$ cat config.mk
export PLATFORM = sky130hd
export DESIGN_NAME = arm_imm_encoder_flat
export DESIGN_NICKNAME = d
export VERILOG_FILES = /design/src/rtl/arm_imm_encoder_if.sv /design/src/rtl/arm_imm_encoder.sv /design/src/flat_wrapper.sv
export SDC_FILE = /design/constraint.sdc
export NUM_CORES = 1
export LEC_CHECK = 0
export ABC_CLOCK_PERIOD_IN_PS = 7000
export CAP_MARGIN = 20
export CORE_ASPECT_RATIO = 2
export CORE_MARGIN = 5
export CORE_UTILIZATION = 55
export CTS_BUF_LIST = sky130_fd_sc_hd__clkbuf_8
export CTS_CLUSTER_SIZE = 25
export DETAILED_ROUTE_END_ITERATION = 8
export GPL_TIMING_DRIVEN = 0
export PLACE_DENSITY_LB_ADDON = 0.1
export SLEW_MARGIN = 30
export SYNTH_ARGS = -nofsm -noshare
export SYNTH_HDL_FRONTEND = slang
export SYNTH_SLANG_ARGS = --single-unit
$ cat constraint.sdc
create_clock -name clk -period 7 [get_ports clk]
set_input_delay 1.05 -clock clk [delete_from_list [all_inputs] [get_ports clk]]
set_output_delay 1.05 -clock clk [all_outputs]
set_load 0.005 [all_outputs]
$ cat src/rtl/arm_imm_encoder_if.sv
// arm_imm_encoder_if
//   Request/response bundle for the ARM immediate encoder.
//   Request channel : in_valid, in_ready, in_value[31:0]
//   Result channel  : out_valid, out_ready, out_found, out_shift_operand[11:0]
//   slave  - the encoder side
//   master - the requester / result consumer side
interface arm_imm_encoder_if;
  logic        in_valid;
  logic        in_ready;
  logic [31:0] in_value;
  logic        out_valid;
  logic        out_ready;
  logic        out_found;
  logic [11:0] out_shift_operand;

  modport slave (
    input  in_valid, in_value, out_ready,
    output in_ready, out_valid, out_found, out_shift_operand
  );

  modport master (
    output in_valid, in_value, out_ready,
    input  in_ready, out_valid, out_found, out_shift_operand
  );
endinterface

$ cat src/rtl/arm_imm_encoder.sv
// arm_imm_encoder
//   Searches for the ARM data-processing immediate {rotate_imm, imm8} whose
//   value ROR(imm8, 2*rotate_imm) equals a 32-bit constant. The search walks
//   rotations 0..15, CHECKS_PER_CYCLE of them per cycle, lowest rotation wins.
// Ports
//   clk  - rising-edge clock
//   rst  - asynchronous active-low reset
//   bus  - arm_imm_encoder_if.slave (request and result valid/ready channels)
//   busy - high while searching or holding a result
module arm_imm_encoder #(
  parameter int CHECKS_PER_CYCLE = 1
) (
  input  logic                  clk,
  input  logic                  rst,
  arm_imm_encoder_if.slave      bus,
  output logic                  busy
);

  localparam int CPC = CHECKS_PER_CYCLE;

  generate
    if (CPC != 1 && CPC != 2 && CPC != 4 && CPC != 8 && CPC != 16) begin : g_bad_cpc
      $error("arm_imm_encoder: CHECKS_PER_CYCLE must be 1, 2, 4, 8 or 16");
    end
  endgenerate

  // Counter value of the final group; reaching it without a hit means a miss.
  localparam logic [3:0] LAST_GRP = 4'(16 - CPC);
  localparam logic [3:0] CNT_STEP = 4'(CPC);

  typedef enum logic [1:0] {IDLE, SEARCH, DONE} state_t;

  state_t      state, state_nxt;
  logic [3:0]  cnt, cnt_nxt;
  logic [31:0] value, value_nxt;
  logic        found, found_nxt;
  logic [11:0] shop, shop_nxt;

  // Rotate left by twice the rotation index; the doubled word keeps r=0 well
  // defined (no shift by 32) and wraps all bits, no sign extension.
  function automatic logic [31:0] rol2(input logic [31:0] v, input logic [3:0] r);
    logic [63:0] t;
    t = {v, v} << {r, 1'b0};
    return t[63:32];
  endfunction

  logic [31:0] rot [CPC];

  for (genvar k = 0; k < CPC; k++) begin : g_cand
    assign rot[k] = rol2(value, cnt + 4'(k));
  end

  logic       hit;
  logic [3:0] hit_r;
  logic [7:0] hit_imm;

  // Pick the lowest hitting candidate of this group.
  always_comb begin
    hit     = 1'b0;
    hit_r   = '0;
    hit_imm = '0;
    for (int k = 0; k < CPC; k++) begin
      if (!hit && rot[k][31:8] == 24'h0) begin
        hit     = 1'b1;
        hit_r   = cnt + 4'(k);
        hit_imm = rot[k][7:0];
      end
    end
  end

  always_comb begin
    state_nxt = state;
    cnt_nxt   = cnt;
    value_nxt = value;
    found_nxt = found;
    shop_nxt  = shop;
    unique case (state)
      IDLE: begin
        if (bus.in_valid) begin
          value_nxt = bus.in_value;
          cnt_nxt   = '0;
          state_nxt = SEARCH;
        end
      end
      SEARCH: begin
        if (hit) begin
          found_nxt = 1'b1;
          shop_nxt  = {hit_r, hit_imm};
          state_nxt = DONE;
        end else if (cnt == LAST_GRP) begin
          found_nxt = 1'b0;
          shop_nxt  = '0;
          state_nxt = DONE;
        end else begin
          cnt_nxt = cnt + CNT_STEP;
        end
      end
      DONE: begin
        if (bus.out_ready) state_nxt = IDLE;
      end
      default: state_nxt = IDLE;
    endcase
  end

  always_ff @(posedge clk or negedge rst) begin
    if (!rst) begin
      state <= IDLE;
      cnt   <= '0;
      value <= '0;
      found <= 1'b0;
      shop  <= '0;
    end else begin
      state <= state_nxt;
      cnt   <= cnt_nxt;
      value <= value_nxt;
      found <= found_nxt;
      shop  <= shop_nxt;
    end
  end

  assign bus.in_ready          = (state == IDLE);
  assign bus.out_valid         = (state == DONE);
  assign bus.out_found         = found;
  assign bus.out_shift_operand = shop;
  assign busy                  = (state != IDLE);

endmodule

$ cat src/flat_wrapper.sv
// flat-port wrapper written by rule: the top's interface ports become plain ports
module arm_imm_encoder_flat 
#(
  parameter int CHECKS_PER_CYCLE = 1
)
  (clk, rst, busy, bus_in_valid, bus_in_value, bus_out_ready, bus_in_ready, bus_out_valid, bus_out_found, bus_out_shift_operand);
  arm_imm_encoder_if bus_i ();
  input  logic clk;
  input  logic rst;
  output logic busy;
  input wire logic [$bits(bus_i.in_valid)-1:0] bus_in_valid;
  input wire logic [$bits(bus_i.in_value)-1:0] bus_in_value;
  input wire logic [$bits(bus_i.out_ready)-1:0] bus_out_ready;
  output wire logic [$bits(bus_i.in_ready)-1:0] bus_in_ready;
  output wire logic [$bits(bus_i.out_valid)-1:0] bus_out_valid;
  output wire logic [$bits(bus_i.out_found)-1:0] bus_out_found;
  output wire logic [$bits(bus_i.out_shift_operand)-1:0] bus_out_shift_operand;
  assign bus_i.in_valid = bus_in_valid;
  assign bus_i.in_value = bus_in_value;
  assign bus_i.out_ready = bus_out_ready;
  assign bus_in_ready = bus_i.in_ready;
  assign bus_out_valid = bus_i.out_valid;
  assign bus_out_found = bus_i.out_found;
  assign bus_out_shift_operand = bus_i.out_shift_operand;
  arm_imm_encoder #(.CHECKS_PER_CYCLE(CHECKS_PER_CYCLE)) u_core (.clk(clk), .rst(rst), .bus(bus_i), .busy(busy));
endmodule
==> out/metrics.cfg, run 1 <==
[grt]
grt_max_degree = 52
grt_util_all_layers = 0.273
grt_pass1_vias = 3488
grt_pass1_wl_mm = 17.6
antenna_found_initial = 0
globalRoute.totalOverflow = 0

[clocking]
cts.reportedPaths.clkPinSlew_ns = 0.08
cts.sinks = 51
cts_buffer_depth = 2
numCtsBuffers = 5
cts_resized = 0
cts-htree-levels = 2
insertion_delay_ns = 0.30
cts_hold_repair.buffers = 0
cts_setup_buffers = 0
cts_root_buf = clkbuf_8
cts_tree = done

[placement]
dpl.hpwl_mm = 8.36
place_congestion = 0.931
dp_slack_ns = 3.75
placedCellCount = 546
portBuffers = 51

[timing]
finalWorstSetupSlack_ns = 3.69
finalCritPeriodShare = 0.473
timing.fmax_mhz = 302
period_needed_ns = 3.31
fin_hold_ws_ns = 0.492
grt_setup_unrepaired = false
maxSlewViolCount = 0
maxSlewHeadroom = 0.417
setup_viol = 0
final_hold_viol_count = 0
clock-skew-final_ns = 0.00685
tightest_slew_ns = 0.873
setup_tns_ns = 0

[synth]
seq_area_frac_synth = 0.352
syn_avg_cell_area_um2 = 8.92
synthCells = 407
synth.net_count = 444
synth-seq-cells = 51
synth_top_area_cell = dfrtp_1
ys_warn_count = 0
ys.flop_type = dfrtp_1
synth_top_area_frac = 0.352
ys_types = 51
netlist_area_mm2 = 0.00363
async_reset_ff_frac = 1.00
synth_area_leaders = dfrtp_1 35%, nand2_1 14%, mux4_2 12%
synth_edf_count = 0

[setup_path]
cp.arrival_ns = 3.46
cp-start-kind = flop
path_class = flop to flop
cp_max_fo = 10
worstSetupEndpointType = flop
slowest_delay_ns = 0.80
path_cells = buf_6, buf_4, mux2i_1, a21oi_1, a2111oi_1, o211ai_1, a22oi_4, and2_4, buf_6, o221ai_1
path_common_cell = buf_6
cp.required_ns = 7.15
cpMaxStageDelayCell = a2111oi_1

[cells_and_area]
instances_no_fill = 553
finalNetCount = 502
areaGrowthSynthToFinish_pct = 19.5
n_fill_cell = 573
n_antenna_cell = 0
drive_gt1_frac = 0.118
most-common-layout-cells = 138 x nand2_1, 51 x dfrtp_1, 50 x clkdlybuf4s50_1
mostFrequentLayoutCell = nand2_1

[pwr]
leakage_nw = 1.88
powerDensity_mw_per_mm2 = 497
power.total_w = 0.00216
ir_drop_mv = 0.293

[floorplanning]
dieArea_mm2 = 0.00842
pin_count = 52
fp.dieW_um = 67.4
die_h_um = 125
start_util = 0.557
std_cell_rows = 42
fp.coreArea_mm2 = 0.00652

[route]
viasPerCell = 6.34
ant_nets = 0
vias = 3508
drtIter0Drc = 389
drc = 0
first_pass_iters = 7
wl_mm = 10.8
drt-wirelength-per-cell_um = 19.5

[job]
cap_violations = 0

[worst_hold_path]
hp-class = flop to flop

[run_status]
status = finished, final reports clean

-- through the flow --
| step | utilization | cell area (um^2) |
|---|---|---|
| finish | 0.666 | 4340 |
| global route | 0.666 | 4340 |
| CTS | 0.666 | 4340 |
| detailed placement | 0.652 | 4250 |
| global placement | 0.652 | 4250 |
| floorplan | - | 3630 |
-- worst paths after layout --
path / cells after the start / end / slack, ns / startpoint
max in group asynchronous: 1 / u_core.bus.out_found$_DFFE_PN0P_ / 5.81 / rst
max reg2reg: 10 / u_core.bus.out_shift_operand[10]$_DFFE_PN0P_ / 3.69 / u_core.cnt[1]$_DFFE_PN0P_
max: 10 / u_core.bus.out_shift_operand[10]$_DFFE_PN0P_ / 3.69 / u_core.cnt[1]$_DFFE_PN0P_
min: 2 / u_core.bus.out_found$_DFFE_PN0P_ / 0.49 / u_core.bus.out_found$_DFFE_PN0P_
min in group asynchronous: 1 / u_core.value[16]$_DFFE_PN0P_ / 0.76 / rst
min reg2reg: 2 / u_core.bus.out_found$_DFFE_PN0P_ / 0.49 / u_core.bus.out_found$_DFFE_PN0P_
-- synthesized netlist by cell type (all sizes together) (2+ instances only) --
cell	instances
a2111oi	3
a211oi	7
a21oi	13
a31oi	5
and2	4
and3	2
buf	16
clkbuf	16
dfrtp	51
inv	7
mux2	6
mux2i	17
mux4	22
nand2	138
nand2b	3
nand3	5
nand4	9
nor2	15
nor2b	2
nor3	14
nor3b	4
nor4	2
o211ai	10
o21ai	11
o221ai	5
o31ai	2
or3	4
-- layout make-up --
cell class	instances	area, um^2	share of cell area
timing repair buffer	51	508	0.117
multi-input combinational	317	2160	0.498
sequential	51	1280	0.294
buffer	32	170	0.0392
inverter	7	26.3	0.00606
tap	88	110	0.0254
clock inverter	1	5.00	0.00115
clock buffer	6	82.6	0.0190
-- cells by family (layout without fill, tap and decap cells) --
kind of cell,Yosys count,in the layout,share of synthesized area
AOI/OAI and AO/OA,67,67,0.141
adders and majority gates,1,1,0.00345
buffers and inverters,39,97,0.0541
DFF,51,51,0.352
muxes,45,45,0.206
and+or+nand+nor,204,204,0.244
-- sequential cells by signal, indices dropped and copies added (netlist names) --
signal                        count
u_core.bus.out_found              1
u_core.bus.out_shift_operand     12
u_core.cnt                        4
u_core.state                      2
u_core.value                     32
-- power breakdown --
| group | internal [W] | total (W) | switching (W) | leakage, nW |
|---|---|---|---|---|
| clock | 0.0000778 | 0.000172 | 0.0000945 | 0.0470 |
| sequential | 0.000422 | 0.000626 | 0.000204 | 0.603 |
| combinational | 0.000625 | 0.00136 | 0.000734 | 1.23 |
-- per-layer routing --
layer / vias up / part of all wire / track usage
met3: 44 / 0.059 / 0.0343
met5: - / 0 / 0
met1: 1690 / 0.37 / 0.327
met4: 0 / 0.046 / 0.140
li1: 1582 / - / -
met2: 192 / 0.53 / 0.463
-- worst max-delay path: cells and delay by family, from the launching register on --
family	cells	cell delay (ns)
AND/OR/NAND/NOR	1	0.22
flip-flops	1	0.51
AO/OA/AOI/OAI	5	1.65
multiplexers	1	0.21
buffers and inverters	3	0.55
Note: power is estimated with default switching activity, not from simulation.
==> inputs of run 2 (changes only) <==
--- a/config.mk
+++ b/config.mk
@@ -5,7 +5,7 @@
 export SDC_FILE = /design/constraint.sdc
 export NUM_CORES = 1
 export LEC_CHECK = 0
-export ABC_CLOCK_PERIOD_IN_PS = 7000
+export ABC_CLOCK_PERIOD_IN_PS = 3300
 export CAP_MARGIN = 20
 export CORE_ASPECT_RATIO = 2
 export CORE_MARGIN = 5
==> constraint.sdc (replaced) <==
create_clock -name clk -period 3.3 [get_ports clk]
set_input_delay 0.495 -clock clk [delete_from_list [all_inputs] [get_ports clk]]
set_output_delay 0.495 -clock clk [all_outputs]
set_load 0.005 [all_outputs]
==> run 2 against run 1 <==
First-iteration DRC count shrank 4.6%. Flip-flop and latch count unchanged. Cell area up 0.26%. Final cell count did not move.
==> out/metrics.cfg, run 2 (same netlist as run 1, synthesis figures left out) <==
[grt]
grt_pass1_wl_mm = 17.6  ; unchanged
globalRoute.totalOverflow = 0  ; unchanged
grt_util_all_layers = 0.273  ; unchanged
grt_pass1_vias = 3488  ; unchanged
grt_max_degree = 52  ; unchanged
antenna_found_initial = 0  ; unchanged

[timing]
setup_viol = 0  ; unchanged
grt_setup_unrepaired = false
clock-skew-final_ns = 0.00585  ; -0.000999 ns
maxSlewViolCount = 0  ; unchanged
maxSlewHeadroom = 0.581  ; +0.164
final_hold_viol_count = 0  ; unchanged
setup_tns_ns = 0  ; unchanged
period_needed_ns = 3.07  ; -0.237 ns
tightest_slew_ns = 0.629  ; -0.244 ns
finalCritPeriodShare = 0.932  ; +0.459
timing.fmax_mhz = 325  ; +7.7%

[placement]
post_dp_cell_area_mm2 = 0.00425  ; unchanged
portBuffers = 51  ; unchanged
place_congestion = 0.931  ; unchanged
dpl.hpwl_mm = 8.36  ; unchanged

[floorplanning]
pin_count = 52  ; unchanged
fp.dieW_um = 67.4  ; unchanged
dieArea_mm2 = 0.00842  ; unchanged
std_cell_rows = 42  ; unchanged
fp.coreArea_mm2 = 0.00652  ; unchanged
start_util = 0.557  ; unchanged
die_h_um = 125  ; unchanged

[clocking]
cts_setup_buffers = 0  ; unchanged
insertion_delay_ns = 0.30  ; about the same
numCtsBuffers = 5  ; unchanged
cts.sinks = 51  ; unchanged
cts_root_buf = clkbuf_8
cts_buffer_depth = 2  ; unchanged
cts-htree-levels = 2  ; unchanged
cts.reportedPaths.clkPinSlew_ns = 0.09  ; about the same
cts_tree = done

[cells_and_area]
mostFrequentLayoutCell = nand2_1
areaGrowthSynthToFinish_pct = 19.8
n_antenna_cell = 0  ; unchanged
fin_area_mm2 = 0.00435  ; +0.26%
most-common-layout-cells = 138 x nand2_1, 51 x dfrtp_1, 50 x clkdlybuf4s50_1
n_fill_cell = 574  ; +0.17%
finalNetCount = 502  ; unchanged
utilization = 0.667  ; +0.00173
drive_gt1_frac = 0.125  ; +0.00645
top_register = u_core.value
largest_reg_flops = 32  ; unchanged

[route]
wl_mm = 10.8  ; +0.10%
ant_nets = 0  ; unchanged
drtIter0Drc = 371  ; -4.6%
first_pass_iters = 5  ; -2
drt-wirelength-per-cell_um = 19.5  ; +0.10%
viasPerCell = 6.36  ; +0.20%
vias = 3515  ; +0.20%
drc = 0  ; unchanged

[setup_path]
worstSetupEndpointType = flop
slowest_delay_ns = 0.52  ; -0.28 ns
cp-start-kind = flop
path_common_cell = buf_2
path_class = flop to flop
cp_max_fo = 10  ; unchanged
path_cells = buf_2, buf_2, clkbuf_1, nand2_1, a21oi_1, o21ai_0, o31ai_4, and2_4, buf_6, o221ai_1
cpMaxStageDelayCell = clkbuf_1
cp.arrival_ns = 3.23  ; -0.23 ns
crit_buf_inv = 4  ; +1
critPathTopFamily = buffers and inverters
r2r_slack_ns = 0.23  ; -3.46 ns
cp.required_ns = 3.45  ; -3.70 ns

[pwr]
powerDensity_mw_per_mm2 = 1060  ; +110%
ir_drop_mv = 0.615  ; +110%
leakage_nw = 1.88  ; +0.24%
power.total_w = 0.00459  ; +110%

[worst_hold_path]
hp-class = input pin to asynchronous set/reset pin

[run_status]
status = finished, final reports clean

[job]
cap_violations = 0  ; unchanged

## run 2: final cells by class
cell class              count  area [um^2]  share of cell area
repair buffers             51          508               0.117
clock inverters             1         5.00             0.00115
clock buffers               6         82.6              0.0190
flip-flops and latches     51         1280               0.293
multi-input cells         317         2170               0.499
well taps                  88          110              0.0253
plain buffers              32          171              0.0394
inverters                   7         26.3             0.00604
## run 2: path summary, 6_finish.rpt
path	start	endpoint	cells past startpoint
worst max-delay path	u_core.cnt[2]$_DFFE_PN0P_	u_core.bus.out_shift_operand[10]$_DFFE_PN0P_	10
worst min-delay path	rst	u_core.value[16]$_DFFE_PN0P_	1
worst max register to register	u_core.cnt[2]$_DFFE_PN0P_	u_core.bus.out_shift_operand[10]$_DFFE_PN0P_	10
worst min register to register	u_core.bus.out_found$_DFFE_PN0P_	u_core.bus.out_found$_DFFE_PN0P_	2
max in group asynchronous	rst	u_core.bus.out_found$_DFFE_PN0P_	1
min in group clk	u_core.bus.out_found$_DFFE_PN0P_	u_core.bus.out_found$_DFFE_PN0P_	2
## run 2: worst register-to-register path, stage by stage (launching register included)
cell and delay (ns):
dfrtp_1 0.33, buf_2 0.24, buf_2 0.31, clkbuf_1 0.52, nand2_1 0.13, a21oi_1 0.24
o21ai_0 0.18, o31ai_4 0.48, and2_4 0.26, buf_6 0.14, o221ai_1 0.11
## run 2: metrics by stage
stage | cells | worst slack (ns) | hold WS (ns)
2_1_floorplan | 407 | 0.681 | 0.199
3_3_place_gp | 546 | -0.187 | 0.464
3_5_place_dp | 546 | 0.0457 | 0.472
4_1_cts | 553 | 0.0375 | 0.222
5_1_grt | 553 | 0.0486 | 0.253
6_report | 553 | 0.226 | 0.200
## run 2: metal layers
| metal | wire length (um) | global-route usage | vias to the layer above |
|---|---|---|---|
| met5 | 0 | 0 | - |
| met4 | 522 | 0.140 | 0 |
| met3 | 699 | 0.0343 | 40 |
| met2 | 5700 | 0.463 | 202 |
| met1 | 3860 | 0.327 | 1692 |
| li1 | - | - | 1581 |
## run 2: where the power goes
group | switching, W | internal (W) | total [W]
clock network | 0.000198 | 0.000165 | 0.000363
registers | 0.000430 | 0.000896 | 0.00133
logic | 0.00157 | 0.00133 | 0.00290
## run 2: timing repair
| item | CTS | global route |
|---|---|---|
| hold buffers | 0 | 0 |
| resized for setup | 0 | 4 |
| endpoints found under the setup margin | 0 | 18 |
| endpoints found under the hold margin | 0 | 0 |
